===== config.mk =====
export PLATFORM = sky130hd
export DESIGN_NAME = sw_max_tracker_flat
export DESIGN_NICKNAME = d
export VERILOG_FILES = /design/src/rtl/sw_max_tracker_if.sv /design/src/rtl/sw_max_tracker.sv /design/src/flat_wrapper.sv
export SDC_FILE = /design/constraint.sdc
export NUM_CORES = 1
export LEC_CHECK = 0
export CORE_MARGIN = 1.5
export CORE_UTILIZATION = 45
export DETAILED_ROUTE_END_ITERATION = 16
export PLACE_DENSITY = 0.68
export SYNTH_ARGS = -nofsm -noshare
export SYNTH_HDL_FRONTEND = slang
export SYNTH_SLANG_ARGS = --single-unit

===== constraint.sdc =====
create_clock -name clk -period 4.05 [get_ports clk]
set_clock_uncertainty 0.15 [all_clocks]
set_input_delay 1.215 -clock clk [delete_from_list [all_inputs] [get_ports clk]]
set_output_delay 1.215 -clock clk [all_outputs]
set_load 0.05 [all_outputs]

===== src/rtl/sw_max_tracker_if.sv =====
// sw_max_tracker_if
//   Beat/result bundle for sw_max_tracker.
//   i_valid/i_first/i_last : beat valid and frame delimiters
//   i_data                 : LANES signed scores, lane k at [k*DATA_WIDTH +: DATA_WIDTH]
//   i_lane_en              : per-lane enable (0 = lane ignored)
//   o_valid                : one-cycle result pulse
//   o_max/o_lane/o_step    : frame maximum, its lane and its beat index
//   o_none                 : no enabled lane in the whole frame
//   o_step_sat             : beat counter saturated during the frame
//   master drives the beats (producer side), slave is the tracker.
interface sw_max_tracker_if #(
    parameter int DATA_WIDTH = 16,
    parameter int LANES      = 8,
    parameter int STEP_WIDTH = 16
);
    logic                          i_valid;
    logic                          i_first;
    logic                          i_last;
    logic [DATA_WIDTH*LANES-1:0]   i_data;
    logic [LANES-1:0]              i_lane_en;
    logic                          o_valid;
    logic [DATA_WIDTH-1:0]         o_max;
    logic [$clog2(LANES)-1:0]      o_lane;
    logic [STEP_WIDTH-1:0]         o_step;
    logic                          o_none;
    logic                          o_step_sat;

    modport master (
        output i_valid, i_first, i_last, i_data, i_lane_en,
        input  o_valid, o_max, o_lane, o_step, o_none, o_step_sat
    );

    modport slave (
        input  i_valid, i_first, i_last, i_data, i_lane_en,
        output o_valid, o_max, o_lane, o_step, o_none, o_step_sat
    );
endinterface


===== src/rtl/sw_max_tracker.sv =====
// sw_max_tracker
//   Reduces LANES signed scores per beat to (max, lane) through a registered
//   comparator tree of log2(LANES) stages, then accumulates the best result
//   over a framed stream and emits one result per frame.
//   clk   : rising-edge clock
//   rst_n : asynchronous active-low reset
//   bus   : sw_max_tracker_if.slave (beat inputs, result outputs)
module sw_max_tracker #(
    parameter int DATA_WIDTH = 16,
    parameter int LANES      = 8,
    parameter int STEP_WIDTH = 16
) (
    input  logic           clk,
    input  logic           rst_n,
    sw_max_tracker_if.slave bus
);
    localparam int L    = $clog2(LANES);
    localparam int IW   = L;
    localparam int NN   = LANES - 1;       // registered tree nodes
    localparam int NS   = 2 * LANES - 1;   // leaves + nodes
    localparam int ROOT = NS - 1;
    localparam logic signed [DATA_WIDTH-1:0] MIN = {1'b1, {(DATA_WIDTH-1){1'b0}}};

    // Combined view: entries 0..LANES-1 are the masked input lanes, entries
    // LANES.. are the registered nodes, level by level (root last).
    logic signed [DATA_WIDTH-1:0] w_src_val  [NS];
    logic        [IW-1:0]         w_src_idx  [NS];
    logic                         w_src_none [NS];

    logic signed [DATA_WIDTH-1:0] r_node_val  [NN];
    logic        [IW-1:0]         r_node_idx  [NN];
    logic                         r_node_none [NN];
    logic signed [DATA_WIDTH-1:0] w_node_val  [NN];
    logic        [IW-1:0]         w_node_idx  [NN];
    logic                         w_node_none [NN];

    logic [L-1:0] r_vld, r_fst, r_lst;

    genvar gi;
    generate
        for (gi = 0; gi < LANES; gi++) begin : g_leaf
            assign w_src_none[gi] = ~bus.i_lane_en[gi];
            assign w_src_val[gi]  = bus.i_lane_en[gi] ? $signed(bus.i_data[gi*DATA_WIDTH +: DATA_WIDTH]) : MIN;
            assign w_src_idx[gi]  = IW'(gi);
        end
        for (gi = 0; gi < NN; gi++) begin : g_node
            assign w_src_val[LANES+gi]  = r_node_val[gi];
            assign w_src_idx[LANES+gi]  = r_node_idx[gi];
            assign w_src_none[LANES+gi] = r_node_none[gi];
        end
    endgenerate

    // Node j of level lv reads pair (2j, 2j+1) of level lv-1. The left operand
    // is always the lower lane range, so keeping it on ties favours low lanes,
    // unless it is a masked lane.
    always_comb begin
        int  s_idx;
        int  d_idx;
        logic a_win;
        s_idx = 0;
        d_idx = 0;
        a_win = 1'b0;
        for (int k = 0; k < NN; k++) begin
            w_node_val[k]  = '0;
            w_node_idx[k]  = '0;
            w_node_none[k] = 1'b0;
        end
        for (int lv = 1; lv <= L; lv++) begin
            for (int j = 0; j < (LANES >> lv); j++) begin
                s_idx = 2*LANES - 2*(LANES >> (lv-1)) + 2*j;
                d_idx = LANES - 2*(LANES >> lv) + j;
                a_win = (w_src_val[s_idx] > w_src_val[s_idx+1]) ||
                        ((w_src_val[s_idx] == w_src_val[s_idx+1]) && !w_src_none[s_idx]);
                w_node_val[d_idx]  = a_win ? w_src_val[s_idx] : w_src_val[s_idx+1];
                w_node_idx[d_idx]  = a_win ? w_src_idx[s_idx] : w_src_idx[s_idx+1];
                w_node_none[d_idx] = w_src_none[s_idx] & w_src_none[s_idx+1];
            end
        end
    end

    always_ff @(posedge clk or negedge rst_n) begin
        if (!rst_n) begin
            for (int k = 0; k < NN; k++) begin
                r_node_val[k]  <= '0;
                r_node_idx[k]  <= '0;
                r_node_none[k] <= 1'b0;
            end
            r_vld <= '0;
            r_fst <= '0;
            r_lst <= '0;
        end else begin
            for (int k = 0; k < NN; k++) begin
                r_node_val[k]  <= w_node_val[k];
                r_node_idx[k]  <= w_node_idx[k];
                r_node_none[k] <= w_node_none[k];
            end
            // Frame flags travel with their beat through the tree.
            r_vld[0] <= bus.i_valid;
            r_fst[0] <= bus.i_valid & bus.i_first;
            r_lst[0] <= bus.i_valid & bus.i_last;
            for (int i = 1; i < L; i++) begin
                r_vld[i] <= r_vld[i-1];
                r_fst[i] <= r_fst[i-1];
                r_lst[i] <= r_lst[i-1];
            end
        end
    end

    // ---------------- frame accumulator ----------------
    logic                         w_t_vld, w_t_fst, w_t_lst, w_t_none;
    logic signed [DATA_WIDTH-1:0] w_t_val;
    logic        [IW-1:0]         w_t_idx;

    assign w_t_vld  = r_vld[L-1];
    assign w_t_fst  = r_fst[L-1];
    assign w_t_lst  = r_lst[L-1];
    assign w_t_val  = w_src_val[ROOT];
    assign w_t_idx  = w_src_idx[ROOT];
    assign w_t_none = w_src_none[ROOT];

    logic                         r_in_frame, r_acc_none, r_sat;
    logic signed [DATA_WIDTH-1:0] r_acc_val;
    logic        [IW-1:0]         r_acc_idx;
    logic        [STEP_WIDTH-1:0] r_acc_step, r_cnt;
    logic                         w_in_frame_next, w_acc_none_next, w_sat_next, w_emit;
    logic signed [DATA_WIDTH-1:0] w_acc_val_next;
    logic        [IW-1:0]         w_acc_idx_next;
    logic        [STEP_WIDTH-1:0] w_acc_step_next, w_cnt_next;

    logic                         r_o_valid, r_o_none, r_o_sat;
    logic        [DATA_WIDTH-1:0] r_o_max;
    logic        [IW-1:0]         r_o_lane;
    logic        [STEP_WIDTH-1:0] r_o_step;

    always_comb begin
        w_in_frame_next = r_in_frame;
        w_acc_val_next  = r_acc_val;
        w_acc_idx_next  = r_acc_idx;
        w_acc_step_next = r_acc_step;
        w_acc_none_next = r_acc_none;
        w_cnt_next      = r_cnt;
        w_sat_next      = r_sat;
        w_emit          = 1'b0;
        if (w_t_vld) begin
            if (w_t_fst) begin
                // A first beat always (re)starts the frame.
                w_acc_val_next  = w_t_val;
                w_acc_idx_next  = w_t_none ? '0 : w_t_idx;
                w_acc_step_next = '0;
                w_acc_none_next = w_t_none;
                w_cnt_next      = '0;
                w_sat_next      = 1'b0;
                w_in_frame_next = 1'b1;
            end else if (r_in_frame) begin
                w_cnt_next = (&r_cnt) ? r_cnt : r_cnt + STEP_WIDTH'(1);
                w_sat_next = r_sat | (&r_cnt);
                // Strict compare keeps the earliest beat on ties; a none beat
                // is MIN and can never win the strict compare.
                if ((w_t_val > r_acc_val) || (r_acc_none && !w_t_none)) begin
                    w_acc_val_next  = w_t_val;
                    w_acc_idx_next  = w_t_idx;
                    w_acc_step_next = w_cnt_next;
                    w_acc_none_next = 1'b0;
                end
            end
            if (w_t_lst && (w_t_fst || r_in_frame)) begin
                w_emit          = 1'b1;
                w_in_frame_next = 1'b0;
            end
        end
    end

    always_ff @(posedge clk or negedge rst_n) begin
        if (!rst_n) begin
            r_in_frame <= 1'b0;
            r_acc_val  <= '0;
            r_acc_idx  <= '0;
            r_acc_step <= '0;
            r_acc_none <= 1'b0;
            r_cnt      <= '0;
            r_sat      <= 1'b0;
            r_o_valid  <= 1'b0;
            r_o_max    <= '0;
            r_o_lane   <= '0;
            r_o_step   <= '0;
            r_o_none   <= 1'b0;
            r_o_sat    <= 1'b0;
        end else begin
            r_in_frame <= w_in_frame_next;
            r_acc_val  <= w_acc_val_next;
            r_acc_idx  <= w_acc_idx_next;
            r_acc_step <= w_acc_step_next;
            r_acc_none <= w_acc_none_next;
            r_cnt      <= w_cnt_next;
            r_sat      <= w_sat_next;
            r_o_valid  <= w_emit;
            if (w_emit) begin
                r_o_max  <= w_acc_val_next;
                r_o_lane <= w_acc_idx_next;
                r_o_step <= w_acc_step_next;
                r_o_none <= w_acc_none_next;
                r_o_sat  <= w_sat_next;
            end
        end
    end

    assign bus.o_valid    = r_o_valid;
    assign bus.o_max      = r_o_max;
    assign bus.o_lane     = r_o_lane;
    assign bus.o_step     = r_o_step;
    assign bus.o_none     = r_o_none;
    assign bus.o_step_sat = r_o_sat;
endmodule

===== src/flat_wrapper.sv =====
// flat-port wrapper written by rule: the top's interface ports become plain ports
module sw_max_tracker_flat 
#(
    parameter int DATA_WIDTH = 16,
    parameter int LANES      = 8,
    parameter int STEP_WIDTH = 16
)
  (clk, rst_n, bus_i_valid, bus_i_first, bus_i_last, bus_i_data, bus_i_lane_en, bus_o_valid, bus_o_max, bus_o_lane, bus_o_step, bus_o_none, bus_o_step_sat);
  sw_max_tracker_if #(.DATA_WIDTH(DATA_WIDTH), .LANES(LANES), .STEP_WIDTH(STEP_WIDTH)) bus_i ();
  input  logic clk;
  input  logic rst_n;
  input wire logic [$bits(bus_i.i_valid)-1:0] bus_i_valid;
  input wire logic [$bits(bus_i.i_first)-1:0] bus_i_first;
  input wire logic [$bits(bus_i.i_last)-1:0] bus_i_last;
  input wire logic [$bits(bus_i.i_data)-1:0] bus_i_data;
  input wire logic [$bits(bus_i.i_lane_en)-1:0] bus_i_lane_en;
  output wire logic [$bits(bus_i.o_valid)-1:0] bus_o_valid;
  output wire logic [$bits(bus_i.o_max)-1:0] bus_o_max;
  output wire logic [$bits(bus_i.o_lane)-1:0] bus_o_lane;
  output wire logic [$bits(bus_i.o_step)-1:0] bus_o_step;
  output wire logic [$bits(bus_i.o_none)-1:0] bus_o_none;
  output wire logic [$bits(bus_i.o_step_sat)-1:0] bus_o_step_sat;
  assign bus_i.i_valid = bus_i_valid;
  assign bus_i.i_first = bus_i_first;
  assign bus_i.i_last = bus_i_last;
  assign bus_i.i_data = bus_i_data;
  assign bus_i.i_lane_en = bus_i_lane_en;
  assign bus_o_valid = bus_i.o_valid;
  assign bus_o_max = bus_i.o_max;
  assign bus_o_lane = bus_i.o_lane;
  assign bus_o_step = bus_i.o_step;
  assign bus_o_none = bus_i.o_none;
  assign bus_o_step_sat = bus_i.o_step_sat;
  sw_max_tracker #(.DATA_WIDTH(DATA_WIDTH), .LANES(LANES), .STEP_WIDTH(STEP_WIDTH)) u_core (.clk(clk), .rst_n(rst_n), .bus(bus_i));
endmodule

==> flow_summary_export.csv <==
group,metric,value,unit
timing,setup_viol,0,
synthesis,synth_area_per_cell,9.794,µm²
synthesis,synth_xor_area_share,0.7441,%
power_and_ir_drop,p_sw,0.003004,W
layout,design_area,16030,µm²
clock_tree,cts_buffers,24,
clock_tree,clk_latency,0.51,ns
floorplanning,coreArea,28090,µm²
global_route,antenna_found_initial,0,
clock_tree,clk_root_buffer_cell,"clkbuf_16",
floorplanning,dieArea,29800,µm²
routing,drcViolationCount,0,
placement,placed_cell_area,15240,µm²
setup_path,cpPeakStageDelay,0.66,ns
layout,nets,1772,
power_and_ir_drop,seqPwrFrac,36.9,%
clock_tree,cts_setup_buffers,0,
placement,port_buffers,178,
clock_tree,htreeDepth,1,
clock_tree,cts.path.max_buffers,3,
layout,multiInputGateArea,6352,µm²
layout,fillerInstances,2447,
routing,wirelength,29180,µm
placement,place_worst_setup_slack,0.1006,ns
synthesis,synth_ff_type,"dfrtp_1",
synthesis,synthMuxAreaShare,8.378,%
timing,fin_tns_setup,0,ns
placement,dp_hpwl,22680,µm
timing,final_max_slew_viol_count,0,
timing,layout_setup_ws,0.5653,ns
min_path,min_path_type,"reg -> reg",
synthesis,synth_top_family_by_area,"compound AO/OA/AOI/OAI gates",
run_status,status,"completed",
synthesis,synth_edf_count,0,
synthesis,synth_fa_ha_area_share,12.47,%
floorplanning,die_x,172.6,µm
layout,drive_above_1_share,10.53,%
setup_path,r2r_slack,0.57,ns
setup_path,required,4.35,ns
routing,drt_iter0_drc,590,
setup_path,cp-start-kind,"flop",
setup_path,r2r-end,"u_core.bus.o_step[3]",
power_and_ir_drop,p_sw_share,34.86,%
power_and_ir_drop,clkPwrFrac,25.3,%
clock_tree,holdBufCountCts,0,
routing,wl_per_cell,15.37,µm
clock_tree,cts_tree,"done",
global_route,grt_first_pass_wirelength,50150,µm
synthesis,synth_nets,1592,
timing,rsz0062_at_grt,"no",
setup_path,arrival,3.78,ns
synthesis,synth_simple_gate_area_share,12.89,%
power_and_ir_drop,vdd_drop_max,0.3454,mV
layout,seq_area,5831,µm²
layout,diodes,0,
timing,max_slew_margin,44.80,%
global_route,grt_busiest_layer,"met2",
global_route,grt_use_met1,27.36,%
run,maxCapViolations,0,
floorplanning,die_h,172.6,µm
synthesis,ys_seq_area_share,45.03,%
global_route,grt.overflow.total,0,
power_and_ir_drop,intPower,0.005613,W
floorplanning,row_count,61,
global_route,grt_util_met3,2.419,%
synthesis,postSynthCellCount,1322,
clock_tree,cts.repair.resized,0,
synthesis,synth_compound_area_share,14.53,%
global_route,grt_pass1_vias,10430,
global_route,grt_util_met2,34.24,%
setup_path,crit_fanout,18,
setup_path,critPathCaptureType,"flop",
timing,worstMarginPinSlew,0.8279,ns
clock_tree,clkTransAtPathRegs,0.06,ns
synthesis,netlist_area,12950,µm²
power_and_ir_drop,power-per-cell-area,537.6,nW/µm²
global_route,grt_start_max_net_pins,99,
routing,routed_via_density,5.328,
power_and_ir_drop,p_total,0.008617,W
routing,detail-route-antenna-nets,0,
layout,area_growth,23.81,%
global_route,grt.total_usage,19.97,%
floorplanning,pin_count,179,
floorplanning,start_util,46.10,%
setup_path,crit_end,"u_core.bus.o_step[3]",
synthesis,synth_cell_types,63,
setup_path,path_cells,"inv_1 > ha_1 > nand4_1 > nor3_1 > a211o_1 > or4b_4 > a21oi_2 > nand2b_1 > a31o_2",
timing,fin_crit_sh,86.04,%
routing,drt_pass1_iterations,5,
power_and_ir_drop,power_leakage,7.728,nW
placement,gp_routability_congestion,0.8609,
setup_path,reg2regPathDepth,9,
timing,period_minus_slack,3.485,ns
setup_path,r2r_start,"u_core.r_acc_val[15]",
routing,num_vias,10110,
setup_path,startpoint,"u_core.r_acc_val[15]",
synthesis,postSynth.asyncResetShare,100.0,%
synthesis,ys_ff_latch,233,
setup_path,crit_path_top_delay_cell,"nand2b_1",
synthesis,yosysWarnings,0,
timing,hold_viol_final,0,
timing,fmax,0.2870,GHz
setup_path,critPathKind,"reg -> reg",
clock_tree,clock-sinks,233,
power_and_ir_drop,pwr-share-comb,37.8,%
## critical path, delay by kind of cell, from the launching register on
| kind | cells | cell delay [ns] |
|---|---|---|
| flops | 1 | 0.36 |
| fa+ha+maj | 1 | 0.34 |
| compound gates | 3 | 1.04 |
| buf+inv | 1 | 0.05 |
| simple gates | 4 | 1.49 |
## cells by family (layout without fill, tap and decap cells)
family,after synthesis,in the layout
AND/OR/NAND/NOR,367,367
AO/OA/AOI/OAI,291,291
flip-flops,233,233
buffers and inverters,194,392
adder cells (fa/ha/maj),129,129
multiplexers,96,96
XOR/XNOR,11,11
other,1,1
## layout by cell type (no fill, tap or decap), types with 4 or more instances in the layout
master and n:
and3_1 5, a22o_1 5, nor2b_1 11, xor2_1 4
nand4_1 34, ha_1 129, clkinv_2 7, mux2_2 59
a31o_2 8, o21ai_0 64, nand2b_1 13, nor3_1 12
o2bb2ai_1 7, dfrtp_1 233, nand2_1 199, clkbuf_16 25
mux2i_1 27, nor2_1 43, o211ai_1 6, a21oi_1 51
a31oi_1 5, o2111ai_1 5, clkbuf_1 6, and2_1 15
mux2_4 10, o22ai_1 58, o31ai_1 30, a21o_1 14
xnor2_1 7, inv_1 135, nand3_1 21, o21a_1 13
buf_4 30, clkdlybuf4s50_1 177
## routing by layer
metal / vias up / wire [µm]
met5: - / 0
met4: 0 / 388
met1: 4845 / 13770
met3: 33 / 1174
li1: 4998 / -
met2: 236 / 13850
## worst min-delay path by stage
stage | from | endpoint | slack, ns | cells after the start
after detailed placement | u_core.r_fst[1] | u_core.r_fst[2] | 0.19 | 0
after global placement | u_core.r_fst[1] | u_core.r_fst[2] | 0.18 | 0
after global routing | u_core.r_fst[1] | u_core.r_fst[2] | 0.20 | 0
after CTS | u_core.r_vld[1] | u_core.r_vld[2] | 0.20 | 0
final | u_core.r_vld[1] | u_core.r_vld[2] | 0.19 | 0
after floorplan | u_core.r_fst[0] | u_core.r_fst[1] | 0.18 | 0
## power by group through the flow
stage / Combinational [W] / Sequential, W / Clock (W)
finish: 0.00326 / 0.00318 / 0.00218
floorplan: 0.00202 / 0.00347 / 0
CTS: 0.00328 / 0.00319 / 0.00223
global route: 0.00361 / 0.00325 / 0.00235
global placement: 0.00321 / 0.00321 / 0
detailed placement: 0.00326 / 0.00323 / 0
## sequential cells by signal (all words and copies together) (netlist names), 6 cells and up
name	flops
u_core.bus.o_max	16
u_core.r_acc_val	16
u_core.r_acc_step	16
u_core.r_node_idx	10
u_core.r_cnt	16
u_core.r_node_none	6
u_core.w_t_val	16
u_core.r_node_val	96
u_core.bus.o_step	16
## synth_stat cells, types with 6 or more instances
cell type  count  share of area [%]
a21o_1        14               0.81
a21oi_1       51                2.0
a31o_2         8               0.54
and2_1        15               0.72
buf_2         10               0.39
clkbuf_1      41                1.2
dfrtp_1      233                 45
ha_1         129                 12
inv_1        135                3.9
mux2_2        59                5.1
mux2_4        10                1.2
mux2i_1       27                2.1
nand2_1      200                5.8
nand2b_1      13               0.63
nand3_1       21               0.81
nand4_1       34                1.6
nor2_1        43                1.2
nor2b_1       11               0.53
nor3_1        12               0.46
o211ai_1       6               0.35
o21a_1        13               0.75
o21ai_0       64                2.5
o22ai_1       58                2.8
o2bb2ai_1      7               0.47
o31ai_1       30                1.7
xnor2_1        7               0.47
## per-stage QoR
step	hold slack [ns]	util [%]	instances
floorplan	0.1812	-	1322
global placement	0.1845	54.27	1854
detailed placement	0.1858	54.27	1854
CTS	0.1968	57.07	1898
global route	0.2033	57.07	1898
finish	0.1921	57.07	1898
## cell type report
class                   instances  share of cell area, %
repair buffers                211                  12.93
clock inverters                11                 0.7025
inverters                     137                  3.208
multi-input cells             895                  39.63
flip-flops and latches        233                  36.37
clock buffers                  33                  4.215
well taps                     378                  2.950
(Power assumes the default switching activity.)
